[src/rtl/led_counter_pkg.sv]
// Shared command opcodes and FSM state encoding for the LED counter sequencer.
package led_counter_pkg;

    // Command opcodes carried on cmd_op
    localparam logic [1:0] OP_STOP     = 2'd0;
    localparam logic [1:0] OP_RUN_UP   = 2'd1;
    localparam logic [1:0] OP_RUN_DOWN = 2'd2;
    localparam logic [1:0] OP_LOAD     = 2'd3;

    // Sequencer state encoding
    localparam logic [1:0] ST_IDLE = 2'd0;
    localparam logic [1:0] ST_UP   = 2'd1;
    localparam logic [1:0] ST_DOWN = 2'd2;
    localparam logic [1:0] ST_LOAD = 2'd3;

endpackage

[src/rtl/led_counter_sequencer_tick_prescaler.sv]
// Step prescaler: counts 0..PRESCALE-1 while run is high and pulses tick on the last count.
// Any clear or idle cycle returns the count to zero.
module tick_prescaler #(
    parameter int unsigned PRESCALE = 25000000
) (
    input  logic clk,
    input  logic rst,
    input  logic run,
    input  logic clear,
    output logic tick
);

    localparam int unsigned CNT_W = (PRESCALE > 1) ? $clog2(PRESCALE) : 1;
    localparam logic [CNT_W-1:0] LAST = CNT_W'(PRESCALE - 1);

    logic [CNT_W-1:0] cnt_q;
    logic [CNT_W-1:0] cnt_d;

    // Tick on the final count of each step period
    assign tick = run && (cnt_q == LAST);

    // Next count: restart on clear, idle or tick
    always_comb begin
        cnt_d = cnt_q + CNT_W'(1);
        if (clear || !run || tick) begin
            cnt_d = '0;
        end
    end

    // Count register
    always_ff @(posedge clk) begin
        if (rst) begin
            cnt_q <= '0;
        end else begin
            cnt_q <= cnt_d;
        end
    end

endmodule

[src/rtl/led_counter_sequencer.sv]
// LED counter sequencer: command-driven up/down/load counter stepping at a prescaled rate.
// Optional macro LED_COUNTER_SEQUENCER_BOUNCE_EN makes the count reverse at the terminal
// values instead of wrapping modulo 2^CNT_WIDTH.
module led_counter_sequencer #(
    parameter int unsigned CNT_WIDTH = 8,
    parameter int unsigned PRESCALE  = 25000000
) (
    input  logic                 clk,
    input  logic                 rst,
    input  logic                 cmd_valid,
    output logic                 cmd_ready,
    input  logic [1:0]           cmd_op,
    input  logic [CNT_WIDTH-1:0] cmd_data,
    output logic [CNT_WIDTH-1:0] led,
    output logic                 busy,
    output logic                 wrap
);

    import led_counter_pkg::*;

    localparam logic [CNT_WIDTH-1:0] ALL_ONES = {CNT_WIDTH{1'b1}};
    localparam logic [CNT_WIDTH-1:0] ONE      = CNT_WIDTH'(1);

    logic [1:0]           state_q, state_d;
    logic [1:0]           ret_q, ret_d;
    logic [CNT_WIDTH-1:0] led_q, led_d;
    logic [CNT_WIDTH-1:0] load_q, load_d;
    logic                 wrap_q, wrap_d;
    logic                 busy_q, busy_d;
    logic                 ready_q, ready_d;
    logic                 accept;
    logic                 run;
    logic                 tick;

    assign accept = cmd_valid && ready_q;
    assign run    = (state_q == ST_UP) || (state_q == ST_DOWN);

    // Prescaler runs only in UP/DOWN and restarts on every accepted command
    tick_prescaler #(
        .PRESCALE (PRESCALE)
    ) u_prescaler (
        .clk   (clk),
        .rst   (rst),
        .run   (run),
        .clear (accept),
        .tick  (tick)
    );

    // Next-state, count and wrap decode; an accepted command beats a coincident tick
    always_comb begin
        state_d = state_q;
        ret_d   = ret_q;
        led_d   = led_q;
        load_d  = load_q;
        wrap_d  = 1'b0;
        if (state_q == ST_LOAD) begin
            led_d   = load_q;
            state_d = ret_q;
        end else if (accept) begin
            case (cmd_op)
                OP_STOP:     state_d = ST_IDLE;
                OP_RUN_UP:   state_d = ST_UP;
                OP_RUN_DOWN: state_d = ST_DOWN;
                default: begin
                    ret_d   = state_q;
                    load_d  = cmd_data;
                    state_d = ST_LOAD;
                end
            endcase
        end else if (tick && state_q == ST_UP) begin
            wrap_d = (led_q == ALL_ONES);
`ifdef LED_COUNTER_SEQUENCER_BOUNCE_EN
            if (led_q == ALL_ONES) begin
                led_d   = ALL_ONES - ONE;
                state_d = ST_DOWN;
            end else begin
                led_d = led_q + ONE;
            end
`else
            led_d = led_q + ONE;
`endif
        end else if (tick && state_q == ST_DOWN) begin
            wrap_d = (led_q == '0);
`ifdef LED_COUNTER_SEQUENCER_BOUNCE_EN
            if (led_q == '0) begin
                led_d   = ONE;
                state_d = ST_UP;
            end else begin
                led_d = led_q - ONE;
            end
`else
            led_d = led_q - ONE;
`endif
        end
        busy_d  = (state_d != ST_IDLE);
        ready_d = (state_d != ST_LOAD);
    end

    // State and output registers
    always_ff @(posedge clk) begin
        if (rst) begin
            state_q <= ST_IDLE;
            ret_q   <= ST_IDLE;
            led_q   <= '0;
            load_q  <= '0;
            wrap_q  <= 1'b0;
            busy_q  <= 1'b0;
            ready_q <= 1'b1;
        end else begin
            state_q <= state_d;
            ret_q   <= ret_d;
            led_q   <= led_d;
            load_q  <= load_d;
            wrap_q  <= wrap_d;
            busy_q  <= busy_d;
            ready_q <= ready_d;
        end
    end

    assign led       = led_q;
    assign wrap      = wrap_q;
    assign busy      = busy_q;
    assign cmd_ready = ready_q;

endmodule

[config.mk]
export PLATFORM = sky130hd
export DESIGN_NAME = led_counter_sequencer
export DESIGN_NICKNAME = d
export VERILOG_FILES = /design/src/rtl/led_counter_pkg.sv /design/src/rtl/led_counter_sequencer_tick_prescaler.sv /design/src/rtl/led_counter_sequencer.sv
export SDC_FILE = /design/constraint.sdc
export NUM_CORES = 1
export LEC_CHECK = 0
export CAP_MARGIN = 25
export CELL_PAD_IN_SITES_DETAIL_PLACEMENT = 0
export CELL_PAD_IN_SITES_GLOBAL_PLACEMENT = 1
export CORE_MARGIN = 5
export CORE_UTILIZATION = 35
export CTS_CLUSTER_SIZE = 24
export DETAILED_ROUTE_END_ITERATION = 8
export PLACE_DENSITY_LB_ADDON = 0.05
export SYNTH_ARGS = -nofsm -noshare
export SYNTH_HDL_FRONTEND = slang
export SYNTH_HIERARCHICAL = 1
export SYNTH_SLANG_ARGS = --single-unit
export TNS_END_PERCENT = 10
[constraint.sdc]
create_clock -name clk -period 3.8 [get_ports clk]
set_input_delay 0.57 -clock clk [delete_from_list [all_inputs] [get_ports clk]]
set_output_delay 0.57 -clock clk [all_outputs]
set_load 0.1 [all_outputs]
==> impl_metrics.toml, run 1 <==
[drt]
via_per_inst = 5.285
routed_wl_microns = 6056
wl_per_cell_microns = 15.14
via_count = 2114
drc = 0
drt-initial-drc-count = 82
first_pass_iters = 4
ant_nets = 0

[setup_path]
r2r_cells = 10
endpoint_kind = "register"
cpPeakStageDelay_ns = 0.51
crit_type = "register to register"
critPathLaunchType = "register"
cp_cell_sequence = "ha_1, nand3_2, or4_1, nor2_1, nand2_1, fa_1, a211o_1, a21o_1, a211o_1, o211ai_1"
slowest_stage = "fa_1"
worst_path_most_repeated_cell = "a211o_1"
cp.required_ns = 4.02
crit_arrival_ns = 3.54
startpoint = "u_prescaler/cnt_q[0]"
critPathMaxFanout = 9
r2r_start = "u_prescaler/cnt_q[0]"

[yosys]
synth-edff-count = 0
yosysSeqAreaShare = 0.3813
synthCells = 279
ys_types = 52
ys.flop_type = "dfxtp_1"
postSynthAreaPerCell_sq_um = 9.032
netlist_area_sq_um = 2520
syn-num-nets = 304
synthArstFlopShare = 0
synth-seq-cells = 48
ys_warn_count = 6

[placement]
numPortBuffers = 23
gp_congestion = 0.8213
dp.cells = 393
dpl_cell_area_sq_um = 2838
dpl.hpwl_microns = 4312

[global_route]
grt.total_usage = 0.1435
grt.overflow.total = 0
grt_pass1_vias = 2004
grt_max_degree = 29
antenna_found_initial = 0
grt_pass1_wl_microns = 10140

[sta]
min_period_over_period = 0.8715
drv_slew = 0
final.setup.tns_ns = 0
setup_viol = 0
clock.fmax_ghz = 0.3020
rsz0062_at_grt = "no"
hold_ws_ns = 0.4775
tightest_slew_ns = 0.9798
relSlewSlack = 0.3448
hold_violations = 0
fin_crit_ns = 3.312
skew_ns = 0.007932

[finish]
fill_cells = 757
nets = 326
regArea_sq_um = 960.9
drive_gt1_frac = 0.05648
syn_to_final_growth_pct = 16.24
stdcell_count = 400
diodes = 0
multi_input_area_sq_um = 1470
design_area_sq_um = 2929

[hold_path]
hp-start = "u_prescaler/cnt_q[0]"
hp-class = "register to register"
hold_depth = 1

[flow_run]
cap_violations = 0

[power_and_ir_drop]
p_leak_nw = 1.028
power_uw = 901.9
powerDensity_nw_per_um2 = 307.9
max-vdd-ir-drop_uv = 122.3

[floorplanning]
ioPinCount = 24
rows = 31
core_sq_um = 7137
initial_core_util = 0.3531
fp.dieH_microns = 94.85
die_w_microns = 94.85
die_area_sq_um = 8997

[run_status]
status = "finished, final reports clean"

[clocking]
cts.sinks = 48
cts_max_level = 2
root_buffer = "clkbuf_8"
insertion_delay_ns = 0.30
cts_tree = "built"
clock_path_buffers = 2
post_cts_resized = 0
clk_pin_slew_ns = 0.09
postCtsHoldBufs = 0
post_cts_buffers = 0
numCtsBuffers = 5
flip-flops by register name, summed over array words and instances (netlist names):
signal,count
ret_q,2
wrap,1
led,8
load_q,8
state_q,2
busy,1
cmd_ready,1
u_prescaler/cnt_q,25
cells in the mapped netlist (7+ instances only):
cell     instances  area share
nand3_1          8       0.016
nand2_1         11       0.016
nor4_1           9       0.022
mux2i_1         11       0.044
ha_1            11       0.055
nor2_1          36       0.054
a21oi_1         11       0.022
nor3_1           8       0.016
inv_1           10       0.015
xnor2_1         12       0.042
dfxtp_1         48        0.38
or4_1            7       0.021
final timing paths:
path | end | slack [ns]
setup / recovery | led[6] | 0.49
hold / removal | u_prescaler/cnt_q[0] | 0.48
hold reg to reg | u_prescaler/cnt_q[0] | 0.48
setup reg to reg | led[6] | 0.49
metal layers:
metal / wire length, microns / vias to the layer above / track usage
met5: 0 / - / 0
met4: 39 / 0 / 0.03606
met3: 235 / 4 / 0.02709
met2: 2939 / 32 / 0.2454
met1: 2842 / 999 / 0.1853
li1: - / 1079 / -
critical path: cells and delay by family (launching register included):
kind / cells / cell delay [ns]
simple gates: 4 / 1.28
compound gates: 4 / 0.84
fa+ha+maj: 2 / 0.72
flops: 1 / 0.39
kinds of logic after synthesis:
group	count (synthesis)	share of synthesized area
simple gates	111	0.2453
fa+ha+maj	12	0.06256
flops	48	0.3813
xor+xnor	15	0.05214
mux	11	0.04370
buf+inv	20	0.03525
compound gates	62	0.1797
stage by stage:
stage,worst slack [ns],utilization
CTS,0.4648,0.4104
finish,0.4882,0.4104
global route,0.1909,0.4104
global placement,0.5568,0.3976
floorplan,0.8578,-
detailed placement,0.4768,0.3976
where the power goes:
part	leakage, nW	switching (mW)	internal (mW)
logic	0.593	0.0416	0.0288
clock network	0.0473	0.171	0.145
registers	0.388	0.00550	0.510
total	1.03	0.218	0.684
layout make-up:
class                   count  area share
well taps                  99     0.04229
multi-input cells         211      0.5019
clock inverters             1    0.002990
flip-flops and latches     48      0.3281
repair buffers             25     0.08372
clock buffers               6     0.02819
inverters                  10     0.01282
placed cells by master (no fill, tap or decap), types with 6 or more instances in the layout:
cell type	synthesis	layout
o31ai_1	6	6
xnor2_1	12	12
mux2i_1	11	11
nor2_1	36	36
nand2_1	11	11
ha_1	11	11
a21oi_1	11	11
clkbuf_8	0	6
o21ai_0	6	6
or4_1	7	7
nand4_1	6	6
clkdlybuf4s50_1	0	23
nor4_1	9	9
nand3_1	8	8
inv_1	10	10
dfxtp_1	48	48
nor3_1	8	8
Power figures use the tool's default switching activity.
==> run 2: changes to the inputs <==
--- a/config.mk
+++ b/config.mk
@@ -8,11 +8,12 @@
 export CAP_MARGIN = 25
 export CELL_PAD_IN_SITES_DETAIL_PLACEMENT = 0
 export CELL_PAD_IN_SITES_GLOBAL_PLACEMENT = 1
-export CORE_MARGIN = 5
-export CORE_UTILIZATION = 35
+export CORE_MARGIN = 3
+export CORE_UTILIZATION = 43
 export CTS_CLUSTER_SIZE = 24
 export DETAILED_ROUTE_END_ITERATION = 8
 export PLACE_DENSITY_LB_ADDON = 0.05
+export SLEW_MARGIN = 15
 export SYNTH_ARGS = -nofsm -noshare
 export SYNTH_HDL_FRONTEND = slang
 export SYNTH_HIERARCHICAL = 1
==> run 2 against run 1 <==
Against the previous run:
- cell count fell by 6.5%
- register-to-register slack got worse by 0.04 ns
- critical path depth did not move
- routed wire length fell by 9.7%
- clock power rose by 3%
- first-iteration DRC count rose by 34%
- cell area fell by 1.1%
- via count fell by 1.5%
- sequential share of layout area rose by 0.35 points
==> impl_metrics.toml, run 2 (synthesis results as in run 1) <==
[setup_path]
critPathLaunchType = "register"
r2r_cells = 10
crit_type = "register to register"
worst_path_most_repeated_cell = "a211o_1"
critPathCapture = "led[6]"
critPathMaxFanout = 9
cp.required_ns = 4.02
crit_arrival_ns = 3.57
r2r_slack_ns = 0.45
worstReg2RegEnd = "led[6]"
slowest_stage = "fa_1"
endpoint_kind = "register"
cpPeakStageDelay_ns = 0.50
r2r_start = "u_prescaler/cnt_q[0]"
cp_cell_sequence = "ha_1, nand3_2, or4_1, nor2_1, nand2_1, fa_1, a211o_1, a21o_1, a211o_1, o211ai_1"
startpoint = "u_prescaler/cnt_q[0]"

[placement]
numPortBuffers = 23
dpl.hpwl_microns = 3917
gp_congestion = 0.8405
place_ws_ns = 0.4914

[sta]
setup_ws_ns = 0.4503
hold_violations = 0
hold_ws_ns = 0.4826
rsz0062_at_grt = "no"
min_period_over_period = 0.8815
final.setup.tns_ns = 0
fin_crit_ns = 3.350
clock.fmax_ghz = 0.2985
drv_slew = 0
setup_viol = 0
skew_ns = 0.005928
tightest_slew_ns = 0.9704
relSlewSlack = 0.3511

[global_route]
grt_pass1_vias = 1927
grt_max_degree = 30
grt_pass1_wl_microns = 9404
grt.overflow.total = 0
grt.total_usage = 0.1781
antenna_found_initial = 0

[floorplanning]
die_area_sq_um = 6815
rows = 27
ioPinCount = 24
fp.dieH_microns = 82.55
die_w_microns = 82.55
initial_core_util = 0.4521
core_sq_um = 5574

[finish]
diodes = 0
nets = 326
largest_reg_flops = 25
layout_commonest_cell = "dfxtp_1"
top_register = "u_prescaler/cnt_q"
layout_common_cells = "dfxtp_1 (48), nor2_1 (36), clkdlybuf4s50_1 (23), xnor2_1 (12)"
drive_gt1_frac = 0.05629
syn_to_final_growth_pct = 15.00

[drt]
drc = 0
via_per_inst = 5.567
routed_wl_microns = 5466
drt-initial-drc-count = 110
first_pass_iters = 4
via_count = 2082
ant_nets = 0
wl_per_cell_microns = 14.61

[clocking]
post_cts_buffers = 0
numCtsBuffers = 5
root_buffer = "clkbuf_8"
cts_max_level = 2
cts.sinks = 48
cts_tree = "built"
clock_path_buffers = 2
clk_pin_slew_ns = 0.09
postCtsHoldBufs = 0
post_cts_resized = 0
insertion_delay_ns = 0.30

[power_and_ir_drop]
p_sw_uw = 223.7
power_frac_comb = 0.077
p_leak_nw = 1.025
switching_share = 0.2457
powerDensity_nw_per_um2 = 314.2
intPower_uw = 686.9
max-vdd-ir-drop_uv = 231.4
pwr-share-clk = 0.358
pwr-share-seq = 0.565

[run_status]
status = "finished, final reports clean"

[flow_run]
cap_violations = 0

[hold_path]
hp-class = "register to register"
-- run 2: changes by cell type in the layout (fill, tap and decap cells not counted) --
cell / delta
clkbuf_1: +1
clkinv_4: -1
clkinvlp_4: +1
-- run 2: critical path, delay by kind of cell, from the launching register on --
kind | cells | cell delay (ns)
AND/OR/NAND/NOR | 4 | 1.30
AO/OA/AOI/OAI | 4 | 0.84
adder cells (fa/ha/maj) | 2 | 0.72
flip-flops | 1 | 0.40
-- run 2: worst min-delay path by stage --
stage,startpoint,end,slack [ns],depth (start not counted)
floorplan,u_prescaler/cnt_q[0],u_prescaler/cnt_q[0],0.44,1
finish,u_prescaler/cnt_q[0],u_prescaler/cnt_q[0],0.48,1
global placement,u_prescaler/cnt_q[0],u_prescaler/cnt_q[0],0.46,1
CTS,u_prescaler/cnt_q[0],u_prescaler/cnt_q[0],0.48,1
detailed placement,u_prescaler/cnt_q[0],u_prescaler/cnt_q[0],0.46,1
global route,u_prescaler/cnt_q[0],u_prescaler/cnt_q[0],0.52,1
-- run 2: power by group through the flow --
stage / Combinational [mW] / Sequential (mW) / Clock, mW
3_5_place_dp: 0.0706 / 0.527 / 0
4_1_cts: 0.0708 / 0.515 / 0.334
5_1_grt: 0.0767 / 0.516 / 0.353
3_3_place_gp: 0.0706 / 0.526 / 0
2_1_floorplan: 0.0337 / 0.538 / 0
6_report: 0.0699 / 0.515 / 0.326
-- run 2: final cells by class --
type                            count  area (sq um)
Tap cell                           72         90.09
Clock buffer                        7         86.33
Inverter                           10         37.54
Clock inverter                      1         7.507
Sequential cell                    48         960.9
Timing Repair Buffer               25         245.2
Multi-Input combinational cell    211          1470
Fill cell                         535          2676
-- run 2: routing by layer --
metal  global-route usage  up-vias  wire length, microns  part of all wire
met2               0.2845       23                  2594              0.47
met5                    0        -                     0                 0
met1               0.2470      973                  2687              0.49
met4              0.04248        0                    43            0.0079
met3              0.03471        4                   141             0.026
li1                     -     1082                     -                 -
-- run 2: metrics by stage --
stage,power (mW),instances,cell area (sq um),util
floorplan,0.5713,279,2520,-
global placement,0.5969,366,2804,0.5030
detailed placement,0.5972,366,2804,0.5030
CTS,0.9199,374,2898,0.5199
global route,0.9460,374,2898,0.5199
finish,0.9105,374,2898,0.5199
==> run 3: changes to the inputs <==
--- a/config.mk
+++ b/config.mk
@@ -16,6 +16,5 @@
 export SLEW_MARGIN = 15
 export SYNTH_ARGS = -nofsm -noshare
 export SYNTH_HDL_FRONTEND = slang
-export SYNTH_HIERARCHICAL = 1
 export SYNTH_SLANG_ARGS = --single-unit
 export TNS_END_PERCENT = 10
==> run 3 against run 2 <==
Against the previous run:
- clock power decreased by 3%
- critical path depth decreased by 1
- worst hold slack got worse by 0.0095 ns
- first-iteration DRC count increased by 2.7%
- sequential power about the same
- fmax increased by 5.8%
- cell count decreased by 2.1%
- cell area decreased by 2.8%
- clock skew decreased by 0.0023 ns
- global-route usage decreased by 0.57 points
- utilization increased by 1.5 points
==> impl_metrics.toml, run 3 <==
[floorplanning]
ioPinCount = 24
fp.dieH_microns = 81.02
rows = 26
die_w_microns = 81.02
die_area_sq_um = 6563
initial_core_util = 0.4592
core_sq_um = 5270

[yosys]
synth_compound_area_frac = 0.08118
synthXorXnorAreaFrac = 0.1050
yosysTopAreaCell = "dfxtp_1"
netlist_area_sq_um = 2420
synth-edff-count = 0
synth_most_common_cell = "nor2_1"
synthArstFlopShare = 0
synth_common_cells = "nor2_1 (51), dfxtp_1 (48), xor2_1 (20)"
yosysSeqAreaShare = 0.3971
ys_warn_count = 0
yosys.area_share.simple = 0.2668
yosys-mux-area-fraction = 0.06256
syn-num-nets = 296
synthCells = 271
postSynthAreaPerCell_sq_um = 8.929
post_synth_fa_ha_maj_area_fraction = 0.06515
synth-seq-cells = 48
synth_top_family_by_area = "simple AND/OR/NAND/NOR gates"
ys_top_cells_by_area = "dfxtp_1 (40%), nor2_1 (7.9%), xor2_1 (7.2%)"
ys.flop_type = "dfxtp_1"
ys_types = 40
synth_top_cell_area_share = 0.3971

[sta]
relSlewSlack = 0.3457
clock.fmax_ghz = 0.3159
setup_ws_ns = 0.6341
skew_ns = 0.003597
rsz0062_at_grt = "no"
final.setup.tns_ns = 0
hold_violations = 0
min_period_over_period = 0.8331
tightest_slew_ns = 0.9784
drv_slew = 0
hold_ws_ns = 0.4731
setup_viol = 0
fin_crit_ns = 3.166

[clocking]
insertion_delay_ns = 0.30
numCtsBuffers = 5
post_cts_resized = 0
root_buffer = "clkbuf_8"
cts_max_level = 2
cts.sinks = 48
clock_path_buffers = 2
cts_tree = "built"
postCtsHoldBufs = 0
clk_pin_slew_ns = 0.09
post_cts_buffers = 0

[power_and_ir_drop]
max-vdd-ir-drop_uv = 167.4
p_leak_nw = 1.008
powerDensity_nw_per_um2 = 321.6

[drt]
ant_nets = 0
first_pass_iters = 4
drt-initial-drc-count = 113
via_count = 1917
via_per_inst = 5.238
wl_per_cell_microns = 13.88
routed_wl_microns = 5079
drc = 0

[finish]
nets = 320
top_register = "u_prescaler.cnt_q"
syn_to_final_growth_pct = 16.39
diodes = 0
layout_common_cells = "nor2_1 (51), dfxtp_1 (48), clkdlybuf4s50_1 (23), xor2_1 (20), mux2i_1 (14)"
largest_reg_flops = 25
stdcell_count = 366
drive_gt1_frac = 0.04730
fill_cells = 513
regArea_sq_um = 960.9
layout_commonest_cell = "nor2_1"
multi_input_area_sq_um = 1405
final_util = 0.5344

[global_route]
grt_max_degree = 25
antenna_found_initial = 0
grt.total_usage = 0.1724
grt_pass1_wl_microns = 8680
grt.overflow.total = 0
grt_pass1_vias = 1743

[placement]
gp_congestion = 0.7398
dpl.hpwl_microns = 3662
place_ws_ns = 0.6387
numPortBuffers = 23
dp.cells = 357

[setup_path]
worst_path_most_repeated_cell = "and3_1"
crit_type = "register to register"
critPathLaunchType = "register"
startpoint = "u_prescaler.cnt_q[20]"
critPathMaxFanout = 8
cpPeakStageDelay_ns = 0.50
cp.required_ns = 4.00
cp_cell_sequence = "and3_1, nor3b_1, nand3_1, ha_1, a21oi_1, o211ai_1, o41a_1, a211o_1, and3_1"
endpoint_kind = "register"
slowest_stage = "nor3b_1"
crit_arrival_ns = 3.37
r2r_start = "u_prescaler.cnt_q[20]"

[hold_path]
hp-start = "u_prescaler.cnt_q[0]"
hp-class = "register to register"

[run_status]
status = "finished, final reports clean"

[flow_run]
cap_violations = 0
## run 3: cell types whose count changed in the layout (fill, tap and decap cells not counted), moves of 5 or more
| cell | delta |
|---|---|
| xor2_1 | +17 |
| nor2_1 | +15 |
| a211oi_1 | +7 |
| o31ai_1 | -6 |
| inv_1 | -5 |
| o21ai_0 | -5 |
| or3_1 | -5 |
| or4_1 | -5 |
## run 3: layer usage
layer  up-vias  wire length [microns]  global-route usage
met1       882                   2847              0.2701
met2        24                   1980              0.2233
met4         0                     81             0.06588
met5         -                      0                   0
li1       1006                      -                   -
met3         5                    169             0.03769
## run 3: per-stage QoR
step,power [mW],area [sq um]
4_1_cts,0.9201,2811
2_1_floorplan,0.5749,2420
3_5_place_dp,0.6017,2718
6_report,0.9059,2816
5_1_grt,0.9468,2816
3_3_place_gp,0.6014,2718
## run 3: logic make-up after synthesis
group           Yosys count
compound gates           29
xor+xnor                 29
fa+ha+maj                12
buf+inv                  14
flops                    48
mux                      15
simple gates            124
## run 3: where the power goes
part | internal [mW] | switching [mW] | total (mW) | leakage [nW]
clock network | 0.148 | 0.169 | 0.317 | 0.0445
registers | 0.510 | 0.00508 | 0.515 | 0.388
logic | 0.0310 | 0.0433 | 0.0743 | 0.575
total | 0.689 | 0.217 | 0.906 | 1.01
## run 3: area by class of cell
cell class,instances,area share
repair buffers,26,0.08885
well taps,70,0.03110
inverters,5,0.006664
clock buffers,7,0.03065
multi-input cells,209,0.4989
clock inverters,1,0.002665
flip-flops and latches,48,0.3412
## run 3: worst paths after layout
check / slack (ns) / cells after the start / end
min reg2reg: 0.47 / 1 / u_prescaler.cnt_q[0]
max: 0.63 / 9 / led[7]
max reg2reg: 0.63 / 9 / led[7]
min: 0.47 / 1 / u_prescaler.cnt_q[0]
## run 3: critical path: cells and delay by family, from the launching register on
kind	cells	cell delay [ns]
adders and majority gates	1	0.42
DFF	1	0.38
and+or+nand+nor	4	1.32
AOI/OAI and AO/OA	4	0.95
==> variant 1, RTL diff (config.mk and constraints of run 1) <==
Register the output `led` once more, without a reset; this adds one clock of latency there. The other outputs are not delayed to match.
--- a/src/rtl/led_counter_sequencer.sv
+++ b/src/rtl/led_counter_sequencer.sv
@@ -118,5 +118,7 @@
     end
 
-    assign led       = led_q;
+    always_ff @(posedge clk) begin
+        led <= led_q;
+    end
     assign wrap      = wrap_q;
     assign busy      = busy_q;
Formal check against the unedited RTL: not equivalent (a bounded check fails within 4 cycles, from zero or initial values and one cycle with rst high).
==> variant 1 against run 1 <==
- core utilization rose by 1.2 points
- area after synthesis rose by 4.3%
- largest cell class unchanged
- via count fell by 5.0%
- routed wire length fell by 10%
- worst setup slack got worse by 0.017 ns
- sequential cell count rose by 8
- final cell count rose by 2.5%
- clock power rose by 34%
- final area rose by 5.2%
- power rose by 23%
==> variant 1: results (changes against run 1) <==
<table>
<tr><th>Metric</th><th>Value</th></tr>
<tr><th colspan="2">Timing</th></tr>
<tr><td>Max Clock Skew</td><td>0.006473 ns (was 0.007932 ns)</td></tr>
<tr><td>F_max</td><td>300.4 MHz (was 302.0 MHz)</td></tr>
<tr><th colspan="2">Placement</th></tr>
<tr><td>DPL Wire Length</td><td>3927 um (was 4312 um)</td></tr>
<tr><td>Placed Instances</td><td>402 (was 393)</td></tr>
<tr><td>Worst setup slack after placement</td><td>0.4931 ns (was 0.4768 ns)</td></tr>
<tr><td>Final GP Congestion</td><td>0.7584 (was 0.8213)</td></tr>
<tr><th colspan="2">Synthesis</th></tr>
<tr><td>Top cell types by occurrence after synthesis</td><td>56 x sky130_fd_sc_hd__dfxtp_1, 35 x sky130_fd_sc_hd__nor2_1, 19 x sky130_fd_sc_hd__a21oi_1, 19 x sky130_fd_sc_hd__nand2_1 (was 48 x sky130_fd_sc_hd__dfxtp_1, 36 x sky130_fd_sc_hd__nor2_1, 12 x sky130_fd_sc_hd__xnor2_1)</td></tr>
<tr><td>Mapped Cells</td><td>288 (was 279)</td></tr>
<tr><td>Proportion of synthesized chip area in sequential cells</td><td>42.65% (was 38.13%)</td></tr>
<tr><td>Portion of synthesized cell area occupied by the leading cell type</td><td>42.65% (was 38.13%)</td></tr>
<tr><th colspan="2">Worst setup path</th></tr>
<tr><td>Count of cells along the worst register-to-register path</td><td>13 (was 10)</td></tr>
<tr><td>Largest fanout of any net on the critical path</td><td>10 (was 9)</td></tr>
<tr><td>Arr. time, crit path</td><td>3.52 ns (was 3.54 ns)</td></tr>
<tr><th colspan="2">Pwr</th></tr>
<tr><td>Switching component of the power</td><td>0.2488 mW (was 0.2181 mW)</td></tr>
<tr><td>Leakage power</td><td>1.089 nW (was 1.028 nW)</td></tr>
<tr><th colspan="2">Global route</th></tr>
<tr><td>Wire length of the first global-routing pass</td><td>9446 um (was 10140 um)</td></tr>
<tr><td>Via count of the first global-routing pass</td><td>1977 (was 2004)</td></tr>
<tr><td>Largest net degree at the start of global routing</td><td>25 (was 29)</td></tr>
<tr><td>Total track usage</td><td>11.98% (was 14.35%)</td></tr>
<tr><th colspan="2">Route</th></tr>
<tr><td>Post-detailed-route via-to-cell ratio</td><td>4.900 (was 5.285)</td></tr>
<tr><td>Drt first-iter violations</td><td>61 (was 82)</td></tr>
<tr><th colspan="2">Cells and area</th></tr>
<tr><td>Post-layout nets</td><td>335 (was 326)</td></tr>
<tr><td>Fillers</td><td>774 (was 757)</td></tr>
<tr><td>Proportion of layout cells with a drive suffix above 1</td><td>5.788% (was 5.648%)</td></tr>
<tr><th colspan="2">Outcome</th></tr>
<tr><td>Outcome</td><td>finished clean (unchanged)</td></tr>
</table>
## variant 1: metrics by stage
stage | hold slack, ns | power [mW]
2_1_floorplan | 0.3715 | 0.6705
3_3_place_gp | 0.3912 | 0.7009
3_5_place_dp | 0.3975 | 0.7008
4_1_cts | 0.4119 | 1.132
5_1_grt | 0.4219 | 1.160
6_report | 0.4058 | 1.112
## variant 1: how the worst min path moves through the flow
stage                        start  endpoint  slack (ns)  depth (start not counted)
after floorplan           led_q[7]    led[7]        0.37                          0
after global placement    led_q[7]    led[7]        0.39                          0
after detailed placement  led_q[7]    led[7]        0.40                          0
after CTS                 led_q[7]    led[7]        0.41                          0
after global routing      led_q[7]    led[7]        0.42                          0
final                     led_q[7]    led[7]        0.41                          0
## variant 1: worst max-delay path, stage by stage (launching register included)
cell,delay (ns)
sky130_fd_sc_hd__dfxtp_1,0.42
sky130_fd_sc_hd__inv_1,0.07
sky130_fd_sc_hd__ha_1,0.29
sky130_fd_sc_hd__inv_1,0.09
sky130_fd_sc_hd__nor4bb_1,0.29
sky130_fd_sc_hd__nand4_1,0.16
sky130_fd_sc_hd__nor2_1,0.21
sky130_fd_sc_hd__nand2_1,0.28
sky130_fd_sc_hd__ha_1,0.39
sky130_fd_sc_hd__a211oi_1,0.39
sky130_fd_sc_hd__o211ai_1,0.13
sky130_fd_sc_hd__a2bb2oi_1,0.20
sky130_fd_sc_hd__mux2i_1,0.21
sky130_fd_sc_hd__o211ai_1,0.10
## variant 1: cells by family (layout without fill, tap and decap cells)
group / count (synthesis) / after routing / share of synthesized area (%)
xor gates and xnor gates: 20 / 20 / 6.664
and+or+nand+nor: 109 / 109 / 22.47
muxes: 17 / 17 / 6.568
DFF: 56 / 56 / 42.65
adders and majority gates: 12 / 12 / 5.997
buffers and inverters: 24 / 47 / 3.760
AOI/OAI and AO/OA: 50 / 50 / 11.90
## variant 1: power groups by stage
stage / Sequential, mW / Combinational, mW / Clock, mW
finish: 0.602 / 0.0844 / 0.425
global route: 0.604 / 0.0919 / 0.465
CTS: 0.602 / 0.0855 / 0.444
detailed placement: 0.616 / 0.0852 / 0
global placement: 0.616 / 0.0854 / 0
floorplan: 0.632 / 0.0387 / 0
## variant 1: cell type report
cell class	instances	area [um2]	area share, %
Multi-Input combinational cell	208	1409	45.72
Sequential cell	56	1121	36.38
Timing Repair Buffer	26	252.7	8.201
Tap cell	99	123.9	4.019
Clock buffer	7	96.34	3.126
Inverter	13	48.80	1.583
Clock inverter	1	30.03	0.9744
## variant 1: routing by layer
layer,track usage [%],wire length (um),vias up
met3,3.165,169,5
li1,-,-,1069
met2,16.67,2183,24
met5,0,0,-
met1,17.87,3020,911
met4,3.564,53,0
==> variant 2, RTL diff (config.mk and constraints of run 1) <==
Made on the original files. `PRESCALE` is set to 25000000 in 2 places; all go to 50000000.
--- a/src/rtl/led_counter_sequencer_tick_prescaler.sv
+++ b/src/rtl/led_counter_sequencer_tick_prescaler.sv
@@ -2,5 +2,5 @@
 // Any clear or idle cycle returns the count to zero.
 module tick_prescaler #(
-    parameter int unsigned PRESCALE = 25000000
+    parameter int unsigned PRESCALE = 50000000
 ) (
     input  logic clk,
--- a/src/rtl/led_counter_sequencer.sv
+++ b/src/rtl/led_counter_sequencer.sv
@@ -4,5 +4,5 @@
 module led_counter_sequencer #(
     parameter int unsigned CNT_WIDTH = 8,
-    parameter int unsigned PRESCALE  = 25000000
+    parameter int unsigned PRESCALE  = 50000000
 ) (
     input  logic                 clk,
Check against the original RTL: same outputs for any inputs over 10 cycles, from zero or initial values and one cycle with rst high; that may be too few to reach the edited logic, so the function may still have changed.
==> variant 2 against run 1 <==
- final area up 1.5%
- worst setup slack lost 0.17 ns
- fmax shrank 4.9%
- routed wire length grew 3.8%
- via count is 3.0% higher
- area after synthesis is 2.8% higher
- sequential cell count grew 1
- power is 2.0% higher
- critical path type unchanged
- critical endpoint unchanged
- highest routed layer unchanged
==> variant 2: results (changes against run 1) <==
<table>
<tr><th>Metric</th><th>Value</th></tr>
<tr><th colspan="2">Worst setup path</th></tr>
<tr><td>R2r setup slk</td><td>0.32 ns (was 0.49 ns)</td></tr>
<tr><td>Arr. time, crit path</td><td>3.68 ns (was 3.54 ns)</td></tr>
<tr><th colspan="2">Cells and area</th></tr>
<tr><td>Max FFs per register</td><td>26 (was 25)</td></tr>
<tr><td>Fillers</td><td>759 (was 757)</td></tr>
<tr><td>Proportion of layout cells with a drive suffix above 1</td><td>8.251% (was 5.648%)</td></tr>
<tr><th colspan="2">Synthesis</th></tr>
<tr><td>Fraction of synthesized cell area in xor and xnor cells</td><td>4.056% (was 5.214%)</td></tr>
<tr><td>Number of different library cells in the post-synthesis netlist</td><td>61 (was 52)</td></tr>
<tr><td>Post-Synthesis Net Count</td><td>308 (was 304)</td></tr>
<tr><th colspan="2">Global route</th></tr>
<tr><td>Total track usage</td><td>14.14% (was 14.35%)</td></tr>
<tr><td>Wire length of the first global-routing pass</td><td>10270 um (was 10140 um)</td></tr>
<tr><td>Largest net degree at the start of global routing</td><td>27 (was 29)</td></tr>
<tr><th colspan="2">Route</th></tr>
<tr><td>Pre-antenna DRT Iters</td><td>5 (was 4)</td></tr>
<tr><td>Detail-routed net length per standard cell</td><td>15.64 um (was 15.14 um)</td></tr>
<tr><th colspan="2">Placement</th></tr>
<tr><td>Final GP Congestion</td><td>0.8161 (was 0.8213)</td></tr>
<tr><td>Cell area reported after detailed placement</td><td>2885 um2 (was 2838 um2)</td></tr>
<tr><th colspan="2">Timing</th></tr>
<tr><td>Max Clock Skew</td><td>0.007768 ns (was 0.007932 ns)</td></tr>
<tr><td>Actual slew at the worst max-slew pin</td><td>0.9682 ns (was 0.9798 ns)</td></tr>
<tr><th colspan="2">Pwr</th></tr>
<tr><td>Leakage power</td><td>1.067 nW (was 1.028 nW)</td></tr>
<tr><td>Largest vdd supply drop</td><td>0.2093 mV (was 0.1223 mV)</td></tr>
<tr><th colspan="2">Outcome</th></tr>
<tr><td>Outcome</td><td>finished clean (unchanged)</td></tr>
</table>
variant 2: logic make-up after synthesis:
family / count (synthesis)
simple gates: 112
buf+inv: 20
compound gates: 67
xor+xnor: 12
mux: 11
fa+ha+maj: 12
flops: 49
variant 2: cell type report:
| class | count | share of cell area (%) |
|---|---|---|
| Clock buffer | 6 | 2.442 |
| Clock inverter | 2 | 0.4632 |
| Inverter | 5 | 0.6316 |
| Multi-Input combinational cell | 214 | 50.53 |
| Sequential cell | 49 | 33.01 |
| Tap cell | 99 | 4.168 |
| Timing Repair Buffer | 27 | 8.758 |
variant 2: stage by stage:
stage / cells / utilization, % / setup slack, ns
3_3_place_gp: 394 / 39.99 / 0.4517
4_1_cts: 402 / 41.19 / 0.3208
3_5_place_dp: 394 / 39.99 / 0.3572
2_1_floorplan: 283 / - / 0.4593
5_1_grt: 402 / 41.19 / 0.004687
6_report: 402 / 41.19 / 0.3167
variant 2: where the power goes:
part           internal (mW)  switching [mW]
sequential             0.520         0.00565
clock                  0.132           0.188
combinational         0.0304          0.0434
variant 2: per-layer routing:
layer / GRT usage (%) / vias to the layer above / part of all wire [%]
met5: 0 / - / 0
met4: 5.450 / 0 / 0.99
met3: 2.502 / 4 / 3.6
met2: 23.12 / 33 / 50
met1: 18.44 / 1037 / 46
li1: - / 1104 / -
variant 2: how the worst min path moves through the flow:
stage,startpoint,endpoint,depth (start not counted)
after detailed placement,u_prescaler/cnt_q[0],u_prescaler/cnt_q[0],1
final,u_prescaler/cnt_q[0],u_prescaler/cnt_q[0],1
after global placement,u_prescaler/cnt_q[0],u_prescaler/cnt_q[0],1
after floorplan,u_prescaler/cnt_q[0],u_prescaler/cnt_q[0],1
after global routing,u_prescaler/cnt_q[0],u_prescaler/cnt_q[0],1
after CTS,u_prescaler/cnt_q[0],u_prescaler/cnt_q[0],1
